--- config.mk ---
export PLATFORM = sky130hd
export DESIGN_NAME = mem_port_arbiter
export DESIGN_NICKNAME = d
export VERILOG_FILES = /design/src/rtl/mem_port_arbiter.sv
export SDC_FILE = /design/constraint.sdc
export NUM_CORES = 1
export LEC_CHECK = 0
export ABC_AREA = 0
export CORE_AREA = 3 3 119 121
export CTS_CLUSTER_DIAMETER = 150
export DETAILED_ROUTE_END_ITERATION = 10
export DIE_AREA = 0 0 122 124
export PLACE_DENSITY_LB_ADDON = 0.2
export SYNTH_ARGS = -nofsm -noshare
export SYNTH_HDL_FRONTEND = slang
export SYNTH_SLANG_ARGS = --single-unit
--- constraint.sdc ---
create_clock -name clk -period 4.25 [get_ports clk]
set_input_delay 0.425 -clock clk [delete_from_list [all_inputs] [get_ports clk]]
set_output_delay 0.425 -clock clk [all_outputs]
set_load 0.005 [all_outputs]
--- src/rtl/mem_port_arbiter.sv ---
// Two-master arbiter for a single-port synchronous memory with 1-cycle read latency.
// CPU (m0) has default priority; a starvation counter and a burst lock keep m1 moving.
module mem_port_arbiter #(
  parameter int AW           = 32,
  parameter int DW           = 32,
  parameter int STARVE_LIMIT = 8
) (
  input  logic          clk,
  input  logic          rst,
  input  logic          m0_req,
  input  logic          m0_we,
  input  logic [AW-1:0] m0_addr,
  input  logic [DW-1:0] m0_wdata,
  output logic          m0_gnt,
  output logic          m0_rvalid,
  output logic [DW-1:0] m0_rdata,
  input  logic          m1_req,
  input  logic          m1_we,
  input  logic          m1_lock,
  input  logic [AW-1:0] m1_addr,
  input  logic [DW-1:0] m1_wdata,
  output logic          m1_gnt,
  output logic          m1_rvalid,
  output logic [DW-1:0] m1_rdata,
  output logic [AW-1:0] mem_addr,
  output logic [DW-1:0] mem_wdata,
  output logic          mem_we,
  input  logic [DW-1:0] mem_rdata,
  output logic [7:0]    starve_cnt
);

  localparam logic [7:0] STARVE_LIM8 = 8'(STARVE_LIMIT);

  logic owner_lock;
  logic rd_pending;
  logic rd_owner;
  logic grant_m0;
  logic grant_m1;
  logic rd_grant;

  // Grant decision; everything is forced quiet while reset is asserted.
  always_comb begin
    grant_m0 = 1'b0;
    grant_m1 = 1'b0;
    if (rst) begin
      if (owner_lock && m1_req) begin
        grant_m1 = 1'b1;
      end else if (m1_req && (starve_cnt >= STARVE_LIM8)) begin
        grant_m1 = 1'b1;
      end else if (m0_req) begin
        grant_m0 = 1'b1;
      end else if (m1_req) begin
        grant_m1 = 1'b1;
      end
    end
  end

  assign m0_gnt   = grant_m0;
  assign m1_gnt   = grant_m1;
  assign rd_grant = (grant_m0 && !m0_we) || (grant_m1 && !m1_we);

  // With no grant the CPU address stays on the bus so fetch timing is unaffected.
  always_comb begin
    mem_addr  = '0;
    mem_wdata = '0;
    mem_we    = 1'b0;
    if (rst) begin
      if (grant_m1) begin
        mem_addr  = m1_addr;
        mem_wdata = m1_wdata;
        mem_we    = m1_we;
      end else if (grant_m0) begin
        mem_addr  = m0_addr;
        mem_wdata = m0_wdata;
        mem_we    = m0_we;
      end else begin
        mem_addr  = m0_addr;
      end
    end
  end

  always_ff @(posedge clk or negedge rst) begin
    if (!rst) begin
      owner_lock <= 1'b0;
      starve_cnt <= 8'd0;
      rd_pending <= 1'b0;
      rd_owner   <= 1'b0;
    end else begin
      if (!m1_req || !m1_lock) begin
        owner_lock <= 1'b0;
      end else if (grant_m1) begin
        owner_lock <= 1'b1;
      end

      if (grant_m1 || !m1_req) begin
        starve_cnt <= 8'd0;
      end else if (starve_cnt != 8'hFF) begin
        starve_cnt <= starve_cnt + 8'd1;
      end

      rd_pending <= rd_grant;
      if (rd_grant) begin
        rd_owner <= grant_m1;
      end
    end
  end

  // Read data follows the address by one cycle; steer it to whoever issued the read.
  assign m0_rvalid = rst && rd_pending && !rd_owner;
  assign m1_rvalid = rst && rd_pending && rd_owner;
  assign m0_rdata  = m0_rvalid ? mem_rdata : '0;
  assign m1_rdata  = m1_rvalid ? mem_rdata : '0;

endmodule

==> results of run 1 <==
==> power breakdown <==
group / internal [mW] / switching [mW]
registers: 0.110 / 0.00579
logic: 0.295 / 0.137
clock network: 0.125 / 0.0504
==> cells by family after synthesis <==
family	count (synthesis)	synth area share (%)
buffers and inverters	32	10.1
AND/OR/NAND/NOR	157	38.5
multiplexers	33	15.5
adder cells (fa/ha/maj)	2	1.18
AO/OA/AOI/OAI	53	21.8
flip-flops	11	12.9
==> sequential cells by signal (all words and copies together), names as in the netlist <==
register and flops:
owner_lock 1, starve_cnt 8, rd_pending 1, rd_owner 1
==> cell type report <==
class	instances	area share, %
Timing Repair Buffer	312	58.1
Multi-Input combinational cell	245	30.7
Sequential cell	11	5.15
Tap cell	176	4.12
Clock buffer	3	1.40
Inverter	5	0.351
Clock inverter	1	0.0937
Antenna cell	2	0.0937
==> Yosys cell counts (all sizes together) <==
master / n
nand2: 70
and2: 65
mux2i: 33
a22o: 32
clkbuf: 16
buf: 11
dfrtp: 11
a21oi: 5
inv: 5
a211oi: 4
nand3: 4
a31oi: 3
and3: 3
and4: 3
nor2: 3
nor3: 3
a41oi: 2
ha: 2
nand4: 2
o21ai: 2
a21o: 1
a2bb2oi: 1
a311oi: 1
a41o: 1
and3b: 1
and4b: 1
nor2b: 1
nor4: 1
o211a: 1
==> routing by layer <==
metal	vias to the layer above	GRT usage (%)
met1	1402	15.2
met5	-	0
met3	4	4.22
met2	147	27.1
li1	1580	-
met4	2	1.54
==> worst max-delay path: stages <==
cell and delay (ps):
sky130_fd_sc_hd__clkdlybuf4s50_1 590, sky130_fd_sc_hd__nand2_1 140, sky130_fd_sc_hd__a31oi_4 780, sky130_fd_sc_hd__a22o_1 270
sky130_fd_sc_hd__clkdlybuf4s50_1 520
==> metrics by stage <==
step | worst slack [ps] | power, mW | hold WS [ps] | instances
after global placement | 1160 | 0.550 | 252 | 749
after floorplan | 2230 | 0.251 | 129 | 288
final | 1070 | 0.723 | 6.00 | 755
after CTS | 1100 | 0.733 | 2.90 | 753
after detailed placement | 1110 | 0.552 | 256 | 749
after global routing | 973 | 0.769 | 6.00 | 754
==> placed cells by master (no fill, tap or decap), drive strengths merged <==
| cell | instances |
|---|---|
| clkinv | 1 |
| clkbuf | 3 |
| nor2 | 3 |
| and4 | 3 |
| clkdlybuf4s50 | 306 |
| diode | 2 |
| a2bb2oi | 1 |
| buf | 6 |
| and3 | 3 |
| o211a | 1 |
| nand2 | 70 |
| nand4 | 2 |
| and4b | 1 |
| inv | 5 |
| a311oi | 1 |
| nand3 | 4 |
| a41o | 1 |
| dfrtp | 11 |
| a22o | 32 |
| and3b | 1 |
| nor2b | 1 |
| nor3 | 3 |
| o21ai | 2 |
| a211oi | 4 |
| and2 | 65 |
| a21oi | 5 |
| a21o | 1 |
| ha | 2 |
| a41oi | 2 |
| a31oi | 3 |
| mux2i | 33 |
| nor4 | 1 |
==> worst max-delay path by stage <==
stage,endpoint,slack [ps],depth (start not counted)
2_1_floorplan,mem_wdata[24],2230,6
3_3_place_gp,mem_wdata[3],1160,5
4_1_cts,mem_wdata[25],1100,5
6_report,mem_wdata[22],1070,5
5_1_grt,mem_wdata[12],970,5
3_5_place_dp,mem_wdata[25],1110,5
==> results by stage, run 1 <==
Global routing:
- The number of antenna violations at the first check in global routing came to 2.
- The via count of the first global-routing pass is 2871.
- The total grt overflow is 0.
- The global routing usage summed across all routing layers is 13.9%.
- The maximum number of pins on one net before global-route repair is 52.
- The first global-routing pass estimated 16400 um of wire.

Synth:
- After technology mapping, the gate count stands at 288.
- During synthesis, Yosys emitted a total of 0 warnings.
- After synthesis the netlist holds a flip-flop and latch count of 11.
- Ranked by total cell area, the synthesized netlist is headed by sky130_fd_sc_hd__and2_1, sky130_fd_sc_hd__mux2i_1, sky130_fd_sc_hd__a22o_1.
- The sequential fraction of the synthesis area is roughly an eighth.
- The number of nets in the synthesized netlist is 457.
- Summing every instance area after synthesis gives 2130 um^2.
- The library cell with the largest summed area after synthesis is sky130_fd_sc_hd__and2_1.
- The top-area cell type share of the netlist area is a little under a fifth.
- The number of distinct library cells after synthesis is 32.
- A synthesized cell averages ~7.4 um^2.

Worst setup path:
- The critical path required time is 3830 ps.
- The worst reg2reg path startpoint is starve_cnt[4].
- Across all register-to-register paths, the minimum setup slack is 2240 ps.
- By startpoint and endpoint, the worst setup path is classified as primary input to primary output.
- The start point of the critical path is m1_req.
- STA classifies the critical path startpoint as a primary input.
- The data arrival time at the worst-slack endpoint is 2750 ps.
- The number of cells on the worst reg-to-reg path is 3.
- The endpoint of the most critical register-to-register path is owner_lock.
- Along the worst path, the maximum fanout reaches 34.
- The endpoint class of the critical path is a primary output.

Clock network:
- TritonCTS built the clock tree.
- The count of hold-fix buffers inserted at cts is 0.
- The post-cts sizing count is 0.
- The buffer depth of the longest clock path is 2.
- For the worst-skew pair, the clock arrives at the later sink with an insertion delay of 240 ps.
- The count of clock tree sinks is 11.
- Clock-pin slew was measured on the worst setup and hold paths at 40 ps.
- The H-tree level count is 1.
- The tree is rooted in a sky130_fd_sc_hd__clkbuf_16.
- The post-CTS repair timing setup buffer count is 0.
- The number of buffers created by CTS is 3.

Drt:
- After detailed routing, no signal wire sits above met5.
- The first TritonRoute pass finished after 4 iterations.
- Wire segments on met3 add up to 1180 um in the final route.
- The remaining routing DRC violations is 0.
- The met2 wire length is 6780 um.
- For this block, wires on met1 add up to between 4000 and 5000 um.
- In the routed layout, each cell is associated on average with a via count of 4.15.
- The remaining antenna violation count after routing is 0.
- The average wire per standard cell is 16.4 um.
- Summed over all layers, the routed wires come to approximately 12000 um.
- Summing over every cut layer, the via total after detailed routing is 3135.
- After the first detailed-routing iteration, the DRC count stood at 175.

Placement:
- At the end of routability-driven placement, the weighted congestion stood at 0.775.
- The wire-length estimate of the detail-placed layout is between 10000 and 15000 um.
- The placed standard-cell area is 5260 um^2.
- The port buffer count is 307.

STA:
- Setup repair after global routing left no endpoint under its margin.
- The number of hold-slack violations in the final timing report came to 0.
- The max-slew violation count is 0.
- The fmax is 0.315 GHz.
- The worst path needs between 3000 and 4000 ps of the cycle, external delays included.
- The transition time at the pin with the least slew margin is 971 ps.
- Across the routed clock network, the largest skew measured is 4.06 ps.
- The worst pin sits at a relative slew slack of 35.3%.
- The final-layout setup total negative slack is 0 ps.
- The post-route fraction of the period consumed by the critical path is between 70 and 80%.
- Setup violations remaining at the end of the flow were counted as 0.

Min path:
- The min-delay analysis places its worst path in the category primary input to async pin.

Cells and area:
- The sequential cell area is 275 um^2.
- The area growth from synthesis to layout is 151%.
- With fillers left out, the area of the finished cells amounts to 5340 um^2.
- After filler insertion, the fill cell instance count of the layout stands at approximately 1300.
- The fraction of the core area covered by cells at the end of the flow is 40.5%.
- The total area of multi-input combinational cells is 1640 um^2.
- In the final layout, the share of cells above drive strength 1 is 2.43%.
- The number of nets in the final layout is 747.

Die:
- In this run the horizontal extent of the chip is 122 um.
- The floorplan has 42 rows.
- The area of the die is 15100 um^2.
- The chip height is roughly 120 um.
- The core area is ~13000 um^2.
- The effective utilization at floorplan is about 16%.
- The number of I/O pins is 308.

Run:
- The max capacitance violation total is 0.

Status:
- The flow ran to the end, and the final reports show no timing, DRC or antenna violations.

Power and ir drop:
- The ratio of total power to cell area is between 100 and 150 nW/um^2.
- The total leakage power is 2.11 nW.
- IR analysis of the VDD net gives a maximum drop of around 0.11 mV.
Power figures use the tool's default switching activity.
==> run 2: changes to the inputs <==
Settings changed: CORE_AREA 3 3 119 121 to 3 3 117 119, DIE_AREA 0 0 122 124 to 0 0 120 122.
Clock period 4.25 ns to 3.05 ns, I/O delays scaled along.
==> run 2 against run 1 <==
Sequential cell count stayed put. Largest cell class unchanged. Wire length is 2.4% lower. Worst hold slack better by 470 ps. First-iteration DRC count is 35% lower. Non-clock buffer count is 3 higher. Critical path type is now flop to primary output.
==> results by stage, run 2 (same netlist as run 1, synthesis figures left out) <==
Status:
- The run finished with clean final reports.

Worst setup path:
- The startpoint-to-endpoint class of the critical path is flop to primary output.
- STA classifies the critical path startpoint as a flop.
- The worst register-to-register path begins at starve_cnt[4].
- Data on the critical path arrives at its endpoint at ~2500 ps.
- The endpoint class of the critical path is a primary output.
- The peak fanout along the critical path is 35.
- In this run the worst setup path begins at starve_cnt[4].
- The critical path required time is 2740 ps.

STA:
- The clock arrives with 2.02 ps of skew.
- After layout, the worst path uses 92.0% of the clock period.
- The final period demand of the worst path is 2810 ps.
- Setup repair after global routing left no endpoint under its margin.
- The number of hold-slack violations in the final timing report is 0.
- Setup total negative slack on the finished layout was measured at 0 ps.
- At the pin with the least slew margin, the transition time is 552 ps.
- The final-layout worst hold slack is 477 ps.
- The setup-violating endpoint count in the final report is 0.
- The max-slew violation count is 0.
- For this run, the top clock speed supported by timing is 0.356 GHz.
- Headroom to the max-slew limit came out at 63.1%.

Cells and area:
- The net count of the finished layout is 750.
- The library cell used most frequently in the layout, excluding fill and tap cells, is sky130_fd_sc_hd__clkdlybuf4s50_1.
- The top cell types in the final layout, fill and taps aside, are sky130_fd_sc_hd__clkdlybuf4s50_1, sky130_fd_sc_hd__nand2_1, sky130_fd_sc_hd__and2_1.
- After the flow finishes, the layout carries non-filler instances totaling about 750.
- Relative to the synthesized area, the layout overhead comes to 153%.
- The post-route cell area is 5390 um^2.
- The register with the most flip-flops in the final layout is starve_cnt.
- The fraction of layout instances using a drive strength above 1 is 2.76%.
- The register with the most flip-flops in the layout has 8 of them.

Clock network:
- The CTS root buffer is sky130_fd_sc_hd__clkbuf_16.
- Buffers inserted during clock tree synthesis total 3.
- TritonCTS built the clock tree.
- The clock drives 11 sinks.
- The CTS clock-pin slew for the worst setup and hold paths is ~50 ps.
- The clock reaches the later pin of the worst-skew pair after 240 ps.
- The number of setup buffers added after CTS is 0.
- The buffer depth of the longest clock path is 2.
- The H-tree level count is 1.

Power and ir drop:
- Internal power comes to 0.745 mW.
- The total leakage power is 2.13 nW.
- Sequential cells account for between 10% and 20% of the total power.
- The share of total power in the clock network is 24.0%.
- The net load switching power is 0.265 mW.
- The worst supply voltage drop on vdd is between 0.2 and 0.25 mV.
- The share of total power in combinational logic is 60.0%.
- The ratio of total power to cell area is between 150 and 200 nW/um^2.
- The switching fraction of total power is 26.3%.

Die:
- Row generation in the floorplan step produced 41 rows.
- The die covers roughly 15000 um^2.
- The effective utilization at floorplan is 16.8%.
- The number of I/O pins is 308.
- From bottom edge to top edge, the die measures 122 um.
- After floorplanning, the core was sized to cover 12700 um^2.
- The die outline width is 120 um.

Global routing:
- The number of antenna violations at the first check in global routing is 1.
- The maximum number of pins on one net before global-route repair is 49.
- The via count of the first global-routing pass was 3035.
- For this run, the total global-route usage over all layers was measured as between 10% and 20%.
- The total grt overflow is 0.
- The first global-routing pass estimated 17200 um of wire.

Min path:
- The min-delay analysis places its worst path in the category primary input to async pin.

Drt:
- The final routed wirelength across all metal layers is 12100 um.
- For this run, design rule violations remaining after detail routing come to 0.
- The remaining antenna violation count after routing is 0.
- In the final routed layout, each cell accounts on average for 16.0 um.
- The pre-antenna-repair detailed-routing pass consisted of 4 iterations.
- The count of routing violations after the opening detailed-route iteration is 114.
- Summing over every cut layer, the via total after detailed routing is 3136.
- The via count normalized by instance count is 4.16.

Placement:
- The placed standard-cell area is 5290 um^2.
- Input and output buffers added on the ports amount to 307.
- The placer congestion estimate is 0.768.
- After legalization and detailed placement, the total HPWL measured 10400 um.
- After detailed placement, the design holds a cell count of 747.

Run:
- The max capacitance violation total is 0.
-- run 2: cell count changes in the layout (fill, tap and decap cells not counted), sizes merged --
| cell | change |
|---|---|
| diode | -1 |
| buf | +2 |
| dlygate4sd3 | +1 |
-- run 2: per-layer routing --
layer | routed length (um) | track usage (%) | part of all wire, % | vias to the layer above
li1 | - | - | - | 1588
met1 | 4070 | 14.6 | 34 | 1394
met2 | 6850 | 29.8 | 57 | 148
met3 | 1110 | 5.34 | 9.1 | 6
met4 | 53 | 2.00 | 0.44 | 0
met5 | 0 | 0 | 0 | -
-- run 2: final timing paths --
kind                            endpoint  slack (ps)  cells past startpoint
hold / removal                rd_pending         480                      2
max in group asynchronous     owner_lock        1910                      3
setup / recovery           mem_wdata[26]         240                      5
hold reg to reg               owner_lock         560                      1
min in group clk              owner_lock         560                      1
setup reg to reg           starve_cnt[3]        1230                      3
-- run 2: what timing repair did --
| action | 4_1_cts | 5_1_grt |
|---|---|---|
| endpoints found under the hold margin | 2 | 0 |
| hold buffers | 1 | 0 |
| gates resized for setup | 0 | 0 |
| endpoints found under the setup margin | 0 | 0 |
-- run 2: critical path, cell delays in order (launching register included) --
cell                              delay [ps]
sky130_fd_sc_hd__dfrtp_1                 490
sky130_fd_sc_hd__nor4_4                  570
sky130_fd_sc_hd__a41o_1                  300
sky130_fd_sc_hd__buf_12                  200
sky130_fd_sc_hd__a22o_1                  150
sky130_fd_sc_hd__clkdlybuf4s50_1         540
-- run 2: final cells by class --
type / instances / area (um^2)
clock inverters: 1 / 5.00
inverters: 5 / 18.8
diodes: 1 / 2.50
clock buffers: 3 / 75.1
multi-input cells: 245 / 1640
fillers: 1293 / 7280
well taps: 172 / 215
flip-flops and latches: 11 / 275
repair buffers: 315 / 3160
-- run 2: per-stage QoR --
step                setup WS, ps  total power, mW  util, %
finish                       243             1.01     42.5
global route                 122             1.07     42.5
CTS                          218             1.02     42.5
detailed placement           451            0.775     41.8
global placement             481            0.770     41.8
floorplan                   1150            0.350        -
-- run 2: power groups by stage --
| stage | Combinational (mW) | Sequential [mW] | Clock (mW) |
|---|---|---|---|
| after floorplan | 0.187 | 0.162 | 0 |
| after global placement | 0.606 | 0.163 | 0 |
| after detailed placement | 0.611 | 0.164 | 0 |
| after CTS | 0.615 | 0.162 | 0.248 |
| after global routing | 0.651 | 0.163 | 0.260 |
| final | 0.606 | 0.162 | 0.243 |
